==> src/rtl/cluster_event_wait_ctrl.sv <==
// -----------------------------------------------------------------------------
// cluster_event_wait_ctrl
//
// Per-core consumer of the mapped cluster event vector. Pulses on events_i are
// collected in a sticky buffer. Two masks select which buffered events can end
// a wait-for-event and which raise an interrupt. The block runs the core's
// sleep/wake handshake, drives the core clock-gate enable, and reports the
// lowest-index pending masked interrupt.
//
// Ports
//   clk_i, rst_ni        cluster clock, synchronous active-low reset
//   events_i             one-cycle event pulses, one bit per source
//   evt_mask_we_i/wdata  event mask write port (visible the following cycle)
//   irq_mask_we_i/wdata  IRQ mask write port (visible the following cycle)
//   buf_clr_i            write-1-to-clear strobe for buffer bits
//   wait_req_i           core asks to sleep until a masked event is pending
//   wait_clr_i           with wait_req_i: clear the returned bits on wake
//   wait_valid_o         one-cycle pulse in the wake cycle
//   wait_data_o          buffer & event mask, valid with wait_valid_o, else 0
//   core_clk_en_o        core clock-gate enable
//   irq_req_o/irq_id_o   masked interrupt pending / lowest pending index
//   irq_ack_i/ack_id_i   core acknowledges (clears) one interrupt bit
//   evt_buffer_o         current buffer contents for register readout
//   evt_mask_o           current event mask
//   irq_mask_o           current IRQ mask
// -----------------------------------------------------------------------------
module cluster_event_wait_ctrl #(
  parameter int unsigned NB_EVENTS = 32,
  parameter int unsigned IRQ_ID_W  = 5
) (
  input  logic                 clk_i,
  input  logic                 rst_ni,
  input  logic [NB_EVENTS-1:0] events_i,
  input  logic                 evt_mask_we_i,
  input  logic [NB_EVENTS-1:0] evt_mask_wdata_i,
  input  logic                 irq_mask_we_i,
  input  logic [NB_EVENTS-1:0] irq_mask_wdata_i,
  input  logic [NB_EVENTS-1:0] buf_clr_i,
  input  logic                 wait_req_i,
  input  logic                 wait_clr_i,
  output logic                 wait_valid_o,
  output logic [NB_EVENTS-1:0] wait_data_o,
  output logic                 core_clk_en_o,
  output logic                 irq_req_o,
  output logic [IRQ_ID_W-1:0]  irq_id_o,
  input  logic                 irq_ack_i,
  input  logic [IRQ_ID_W-1:0]  irq_ack_id_i,
  output logic [NB_EVENTS-1:0] evt_buffer_o,
  output logic [NB_EVENTS-1:0] evt_mask_o,
  output logic [NB_EVENTS-1:0] irq_mask_o
);

  typedef enum logic [1:0] {
    ST_ACTIVE = 2'd0,
    ST_SLEEP  = 2'd1,
    ST_WAKE   = 2'd2
  } state_e;

  state_e               state_q, state_d;
  logic                 clr_flag_q, clr_flag_d;

  logic [NB_EVENTS-1:0] evt_buf_q, evt_buf_d;
  logic [NB_EVENTS-1:0] evt_mask_q;
  logic [NB_EVENTS-1:0] irq_mask_q;

  logic [NB_EVENTS-1:0] masked_evt;
  logic [NB_EVENTS-1:0] masked_irq;
  logic                 evt_pending;
  logic [NB_EVENTS-1:0] wake_clear_bits;
  logic [NB_EVENTS-1:0] ack_bit;
  logic [NB_EVENTS-1:0] clr_mask;

  // ---------------------------------------------------------------------------
  // Masked views of the registered buffer
  // ---------------------------------------------------------------------------
  assign masked_evt  = evt_buf_q & evt_mask_q;
  assign masked_irq  = evt_buf_q & irq_mask_q;
  assign evt_pending = |masked_evt;

  // ---------------------------------------------------------------------------
  // Interrupt request and lowest-index priority encoder
  // ---------------------------------------------------------------------------
  assign irq_req_o = |masked_irq;

  always_comb begin
    // NOTE: every always_comb output gets a default first so no path leaves it
    // unassigned; otherwise a latch is inferred.
    irq_id_o = '0;
    // Scan from the top down so the last hit, i.e. the lowest index, wins.
    for (int i = int'(NB_EVENTS) - 1; i >= 0; i--) begin
      if (masked_irq[i]) irq_id_o = IRQ_ID_W'(i);
    end
  end

  // ---------------------------------------------------------------------------
  // Buffer next value: all clear sources merge, then new events are OR-ed in
  // last so a set always beats a clear on the same bit and no pulse is lost.
  // An ack id that is out of range shifts to zero and clears nothing.
  // ---------------------------------------------------------------------------
  assign ack_bit   = irq_ack_i ? (NB_EVENTS'(1) << irq_ack_id_i) : '0;
  assign clr_mask  = buf_clr_i | wake_clear_bits | ack_bit;
  assign evt_buf_d = (evt_buf_q & ~clr_mask) | events_i;

  always_ff @(posedge clk_i) begin
    // NOTE: sequential state uses non-blocking assignments so every register
    // samples the pre-edge values regardless of statement order.
    if (!rst_ni) begin
      evt_buf_q  <= '0;
      evt_mask_q <= '0;
      irq_mask_q <= '0;
    end else begin
      evt_buf_q <= evt_buf_d;
      if (evt_mask_we_i) evt_mask_q <= evt_mask_wdata_i;
      if (irq_mask_we_i) irq_mask_q <= irq_mask_wdata_i;
    end
  end

  assign evt_buffer_o = evt_buf_q;
  assign evt_mask_o   = evt_mask_q;
  assign irq_mask_o   = irq_mask_q;

  // ---------------------------------------------------------------------------
  // Wait-for-event FSM: state register
  // ---------------------------------------------------------------------------
  always_ff @(posedge clk_i) begin
    if (!rst_ni) begin
      state_q    <= ST_ACTIVE;
      clr_flag_q <= 1'b0;
    end else begin
      state_q    <= state_d;
      clr_flag_q <= clr_flag_d;
    end
  end

  // ---------------------------------------------------------------------------
  // Wait-for-event FSM: next state
  // A request that finds a masked event already buffered skips SLEEP and
  // completes in the very next cycle.
  // ---------------------------------------------------------------------------
  always_comb begin
    state_d    = state_q;
    clr_flag_d = clr_flag_q;
    unique case (state_q)
      ST_ACTIVE: begin
        if (wait_req_i) begin
          clr_flag_d = wait_clr_i;
          state_d    = evt_pending ? ST_WAKE : ST_SLEEP;
        end
      end
      ST_SLEEP: begin
        // A mask write that uncovers an already-buffered bit also lands here.
        if (evt_pending) state_d = ST_WAKE;
      end
      ST_WAKE: begin
        state_d = ST_ACTIVE;
      end
      default: begin
        state_d = ST_ACTIVE;
      end
    endcase
  end

  // ---------------------------------------------------------------------------
  // Wait-for-event FSM: outputs
  // While asleep the core is clocked only when an interrupt is pending, so it
  // can take the interrupt and drops back to gated after acknowledging it.
  // ---------------------------------------------------------------------------
  always_comb begin
    core_clk_en_o   = 1'b1;
    wait_valid_o    = 1'b0;
    wait_data_o     = '0;
    wake_clear_bits = '0;
    unique case (state_q)
      ST_ACTIVE: begin
        core_clk_en_o = 1'b1;
      end
      ST_SLEEP: begin
        core_clk_en_o = irq_req_o;
      end
      ST_WAKE: begin
        core_clk_en_o = 1'b1;
        wait_valid_o  = 1'b1;
        wait_data_o   = masked_evt;
        // Only the bits handed back to the core are cleared; anything arriving
        // this same cycle is re-set through the events_i term.
        if (clr_flag_q) wake_clear_bits = masked_evt;
      end
      default: begin
        core_clk_en_o = 1'b1;
      end
    endcase
  end

endmodule

==> config.mk <==
export PLATFORM = sky130hd
export DESIGN_NAME = cluster_event_wait_ctrl
export DESIGN_NICKNAME = d
export VERILOG_FILES = /design/src/rtl/cluster_event_wait_ctrl.sv
export SDC_FILE = /design/constraint.sdc
export NUM_CORES = 1
export LEC_CHECK = 0
export BUFFER_PORTS_ARGS = -buffer_cell sky130_fd_sc_hd__clkbuf_2
export CAP_MARGIN = 20
export CORE_MARGIN = 4
export CORE_UTILIZATION = 40
export DETAILED_ROUTE_END_ITERATION = 8
export PLACE_DENSITY = 0.71
export SLEW_MARGIN = 40
export SYNTH_ARGS = -nofsm -noshare
export SYNTH_HDL_FRONTEND = slang
export SYNTH_SLANG_ARGS = --single-unit
==> constraint.sdc <==
create_clock -name clk_i -period 4.8 [get_ports clk_i]
set_clock_uncertainty 0.15 [all_clocks]
set_input_delay 0 -clock clk_i [delete_from_list [all_inputs] [get_ports clk_i]]
set_output_delay 0 -clock clk_i [all_outputs]
set_load 0.1 [all_outputs]
==> key figures, run 1 <==
Routing
  – WL/cell: between 15 and 20 µm
  – TritonRoute pass-1 iters: 5
  – Detailed Route WL: 21500 µm
  – DR iter-0 viols: 495
  – Vias/cell: 5.23
  – Via count: 5932
  – Final ANT Viol Nets: 0
  – DRC Markers: 0

Synth
  – Area contributors post-synth: dfxtp_1 40%, mux2i_1 13%, nor2b_1 13%, o21a_1 4.9%, nand2_1 4.4%
  – Synth cell count leaders: 100 x nor2b_1, 99 x dfxtp_1, 64 x mux2i_1
  – Post-synthesis cell type count: 39
  – Yosys reg bits: 99
  – FFs w/ async S/R, synth: 0%
  – Sequential share of the synthesized area: about two fifths
  – Area share of the largest cell type after synthesis: 40.2%
  – Count leader, synth: nor2b_1
  – Cell Area, Synth: 4940 µm²
  – Synth warn: 0
  – Post-Syn Nets: slightly above 700
  – Area leader, netlist: dfxtp_1
  – Post-synth EDFFs: 0
  – Mapped Avg Cell Area: 8.67 µm²
  – Cells after synthesis: 569
  – Synth Flop Type: dfxtp_1

Final layout
  – Layout Cells excl Fill: 1135
  – Final #Nets: 1103
  – Share of post-route cells with drive strength above 1: 31.2%
  – Synthesis-to-finish area growth: 62.9%
  – Core Util, Final: 66.7%
  – Final Instance Area: 8040 µm²

Placed design
  – Placed Area: 6450 µm²
  – HPWL after detailed placement: roughly 14000 µm
  – Setup WS pre-CTS: 2.67 ns
  – Number of port buffers: 275
  – Cells after DPL: 990
  – GPL Wtd Cong: 0.849

Critical path
  – End of the critical path: evt_buffer_o[8]$_SDFF_PN0_
  – Worst setup EP type: register
  – R2R depth: 6
  – Required @ worst endpoint: 4.89 ns
  – R2R Path End: evt_buffer_o[8]$_SDFF_PN0_
  – Worst-path fanout max: 20
  – CP Class: register to register
  – Startpoint types: register
  – CP Data Arrival Time: 2.69 ns
  – R2r setup slk: between 2 and 2.5 ns
  – Worst Setup SP: state_q[0]$_SDFFE_PN0P_
  – R2r startpoint: state_q[0]$_SDFFE_PN0P_

STA
  – Setup ws final: 2.19 ns
  – Max-slew headroom: 54.9%
  – F_max: 0.384 GHz
  – Worst hold slack: 0.156 ns
  – Setup_tns: 0 ns
  – Tcrit/Tclk final: 54.3%
  – RSZ-0062 raised after global routing: false
  – Final setup fails: 0
  – Fin crit period: 2.61 ns
  – Worst-Margin Slew: 0.677 ns
  – Max Transition Viols Final: 0
  – Final Hold Viols: 0

GRT
  – Global Route Usage Sum: 29.6%
  – GRT overflow: 0
  – First-pass GRT wire length: 32700 µm
  – Initial antenna violation count: 1
  – Largest net degree at the start of global routing: 99
  – Vias in the first global route: 5934

Clocking
  – Hold_buf cts: 130
  – Clock Latency Late Sink: 0.35 ns
  – Clock root cell: clkbuf_16
  – CTS tree: built
  – CTS Buf Count: 9
  – CTS clk-pin slew, worst paths: 0.07 ns
  – Clk buf depth: 2
  – Post-CTS Setup Bufs: 0
  – CTS HTree Levels: 3
  – # resized after CTS: 0
  – Clock sinks: between 90 and 100

Floorplan
  – Initial Utilization: 40.9%
  – Die width: 119 µm
  – CORE AREA: 12100 µm²
  – Core Rows: 40
  – Die ar.: 14200 µm²
  – IO Count: 276
  – Die Span Y: 119 µm

Outcome
  – Outcome: complete, no violations

Hold path
  – Worst hold path class: input pin to register

Power
  – VDD IR-drop max: between 0.2 and 0.3 mV
  – Pwr dens: 323 nW/µm²
  – Leakage: 3.88 nW
  – Power, Total: 2.60 mW

Job
  – Max Cap Viol: 0
[cells in the final DEF (no fill, tap or decap), drive strengths merged, types with 2 or more instances in the layout]
master and instances:
a222oi 2, o211ai 4, clkinv 2, a21o 2, a311oi 2, a22oi 12
mux2i 64, a32oi 2, nor2 40, a22o 4, clkbuf 286, a32o 4
buf 5, nand3 8, dlygate4sd3 130, a21oi 36, nor4 2, a31oi 2
dfxtp 99, o21a 32, o21ai 35, nand2 58, nand3b 2, a211oi 2
inv 4, nor2b 100, nand2b 4, nand4 12
[final cells by class]
class | count | area, µm²
fill | 982 | 4020
antenna | 1 | 2.50
clock inverter | 3 | 40.0
sequential | 99 | 1980
multi-input combinational | 439 | 2830
timing repair buffer | 410 | 2720
inverter | 4 | 15.0
tap | 168 | 210
clock buffer | 11 | 243
[worst min-delay path by stage]
| stage | slack (ns) | startpoint | end | cells after the start |
|---|---|---|---|---|
| 4_1_cts | 0.20 | evt_mask_we_i | evt_mask_o[23]$_SDFFE_PN0P_ | 4 |
| 5_1_grt | 0.17 | rst_ni | evt_mask_o[8]$_SDFFE_PN0P_ | 3 |
| 3_3_place_gp | 0.06 | events_i[2] | evt_buffer_o[2]$_SDFF_PN0_ | 2 |
| 3_5_place_dp | 0.06 | events_i[18] | evt_buffer_o[18]$_SDFF_PN0_ | 2 |
| 6_report | 0.16 | rst_ni | evt_mask_o[19]$_SDFFE_PN0P_ | 3 |
| 2_1_floorplan | -0.03 | events_i[28] | evt_buffer_o[28]$_SDFF_PN0_ | 1 |
[power breakdown]
| group | leakage (nW) | switching (mW) | internal (mW) |
|---|---|---|---|
| Clock | 0.141 | 0.310 | 0.411 |
| Sequential | 0.821 | 0.0652 | 0.874 |
| Combinational | 2.92 | 0.679 | 0.258 |
[state kept, by name, summed over array words and instances (netlist names)]
register / cells
evt_buffer_o: 32
evt_mask_o: 32
irq_mask_o: 32
state_q: 2
clr_flag_q: 1
[per-layer routing]
layer / vias to the layer above / share of wire [%] / global-route usage (%)
met2: 333 / 48 / 49.7
met5: - / 0 / 0
met4: 0 / 4.2 / 14.0
met3: 65 / 9.5 / 8.12
li1: 2792 / - / -
met1: 2742 / 38 / 34.9
[cells by family after synthesis]
family / share of synthesized area (%)
DFF: 40.2
and+or+nand+nor: 25.0
buffers and inverters: 2.59
muxes: 13.0
AOI/OAI and AO/OA: 19.2
[critical path, stage by stage (launching register included)]
cell and delay [ns]:
dfxtp_1 0.35, nand2b_1 0.19, nor2_2 0.52, buf_4 0.40
a21oi_1 0.12, o21a_1 0.18, dlygate4sd3_1 0.57
(Power assumes the default switching activity.)
==> inputs of run 2 (changes only) <==
PLACE_DENSITY = 0.74   (was 0.71)
clock period = 2.2 ns   (was 4.8 ns; I/O delays follow)
==> key figures, run 2 (same netlist as run 1, synthesis figures left out) <==
Floorplan
  – IO Count: 276
  – Die ar.: roughly 14000 µm²
  – CORE AREA: 12100 µm²
  – Die Span Y: between 100 and 150 µm
  – Initial Utilization: between 40% and 50%
  – Die width: 119 µm
  – Core Rows: 40

Routing
  – TritonRoute pass-1 iters: 5
  – Via count: 6104
  – WL/cell: 19.3 µm
  – DRC Markers: 0
  – Detailed Route WL: ~22000 µm
  – DR iter-0 viols: 406
  – Final ANT Viol Nets: 0
  – Vias/cell: 5.29

STA
  – RSZ-0062 raised after global routing: true
  – Final Hold Viols: 0
  – Max-slew headroom: a little under three fifths
  – F_max: 0.462 GHz
  – Worst-Margin Slew: 0.646 ns
  – Max Transition Viols Final: 0
  – Final setup fails: 0
  – Fin crit period: between 2 and 2.5 ns
  – Tcrit/Tclk final: just under 100%

Power
  – Power, Total: between 6 and 7 mW
  – Pwr dens: 718 nW/µm²
  – VDD IR-drop max: 0.656 mV
  – Leakage: 4.07 nW

Clocking
  – CTS clk-pin slew, worst paths: around 0.070 ns
  – Clock Latency Late Sink: 0.36 ns
  – CTS Buf Count: 9
  – Clk buf depth: 2
  – CTS tree: built
  – CTS HTree Levels: 3
  – Clock root cell: clkbuf_16
  – Clock sinks: 99

Hold path
  – Hold Path Origin: rst_ni
  – Worst hold path class: input pin to register

GRT
  – Initial antenna violation count: 0
  – GRT overflow: 0
  – Global Route Usage Sum: 30.2%
  – Vias in the first global route: about 6200
  – Largest net degree at the start of global routing: 51
  – First-pass GRT wire length: between 30000 and 40000 µm

Final layout
  – Share of post-route cells with drive strength above 1: 43.9%
  – Fill count: 883
  – Final Instance Area: ~8700 µm²
  – Most frequent cells in the layout: 268 x clkbuf_2, 131 x dlygate4sd3_1, 100 x nor2b_1, 64 x mux2i_1, 57 x nand2_1
  – Synthesis-to-finish area growth: 76.4%
  – Commonest non-fill, non-tap cell in the layout: clkbuf_2
  – Final #Nets: 1120
  – # diodes: 0

Placed design
  – HPWL after detailed placement: about 15000 µm
  – Placed Area: approximately 6900 µm²
  – Number of port buffers: 275
  – GPL Wtd Cong: around 0.88

Critical path
  – Worst setup EP type: output pin
  – Worst-path fanout max: 4
  – Startpoint types: register
  – End of the critical path: core_clk_en_o
  – CP Data Arrival Time: 2.01 ns
  – Worst Setup SP: irq_mask_o[7]$_SDFFE_PN0P_
  – Required @ worst endpoint: 2.05 ns
  – CP Class: register to output pin
  – R2r startpoint: state_q[0]$_SDFFE_PN0P_
  – R2R Path End: evt_buffer_o[25]$_SDFF_PN0_
  – R2r setup slk: 0.12 ns
  – R2R depth: 6

Job
  – Max Cap Viol: 0

Outcome
  – Outcome: complete, no violations
-- run 2: cell count changes in the layout (fill, tap and decap cells not counted), moves of 7 or more --
cell      previous run  this run
a22oi_1             10         2
a22oi_2              1         9
buf_12               0         9
buf_4                4        19
clkbuf_2           275       268
dfxtp_1             99        38
dfxtp_2              0        51
dfxtp_4              0        10
nor2_1              39         4
nor2_2               1        33
-- run 2: per-stage QoR --
stage | instances | hold WS (ns) | utilization [%] | TNS (ns) | setup WS (ns)
2_1_floorplan | 569 | -0.0269 | - | -0.320 | -0.287
3_3_place_gp | 994 | 0.0617 | 56.9 | 0 | 0.292
3_5_place_dp | 994 | 0.0633 | 56.9 | 0 | 0.265
4_1_cts | 1144 | 0.0416 | 71.1 | -0.0111 | -0.00796
5_1_grt | 1153 | 0.0936 | 72.2 | -0.0369 | -0.0363
6_report | 1153 | 0.0578 | 72.2 | 0 | 0.0374
-- run 2: how the worst min path moves through the flow --
stage	to	depth (start not counted)	slack (ns)
3_3_place_gp	evt_buffer_o[23]$_SDFF_PN0_	2	0.06
4_1_cts	evt_buffer_o[17]$_SDFF_PN0_	2	0.04
3_5_place_dp	evt_buffer_o[31]$_SDFF_PN0_	2	0.06
5_1_grt	evt_buffer_o[18]$_SDFF_PN0_	2	0.09
2_1_floorplan	evt_buffer_o[14]$_SDFF_PN0_	1	-0.03
6_report	evt_buffer_o[17]$_SDFF_PN0_	2	0.06
-- run 2: report_power, final --
part / internal [mW] / switching [mW]
combinational: 0.701 / 1.54
clock: 1.23 / 0.711
sequential: 1.92 / 0.153
total: 3.84 / 2.41
-- run 2: repair_timing --
action                                 CTS  global route
endpoints found under the hold margin   99             0
setup endpoints to repair                5            15
pin swaps                                6            18
buffers inserted                         3             9
hold buffers                           131             0
gates resized for setup                  6            12
-- run 2: worst max-delay path: stages, from the launching register on --
cell	delay, ns
dfxtp_4	0.36
a22oi_2	0.21
nand4_1	0.17
or3_4	0.42
nand2b_4	0.15
nand3b_4	0.17
buf_12	0.17
-- run 2: metal layers --
metal  wire length (µm)  part of all wire (%)  global-route usage, %  vias up
li1                   -                     -                      -     2845
met4               1040                   4.7                   14.7        0
met2              10700                    48                   50.8      377
met5                  0                     0                      0        -
met1               8620                    39                   35.0     2800
met3               1890                   8.5                   9.02       82
-- run 2: area by class of cell --
cell class	instances	area (µm²)	area share, %
flip-flops and latches	99	2080	23.9
repair buffers	427	2980	34.2
inverters	4	15.0	0.172
well taps	168	210	2.41
clock buffers	11	233	2.67
multi-input cells	439	3060	35.2
clock inverters	5	125	1.44
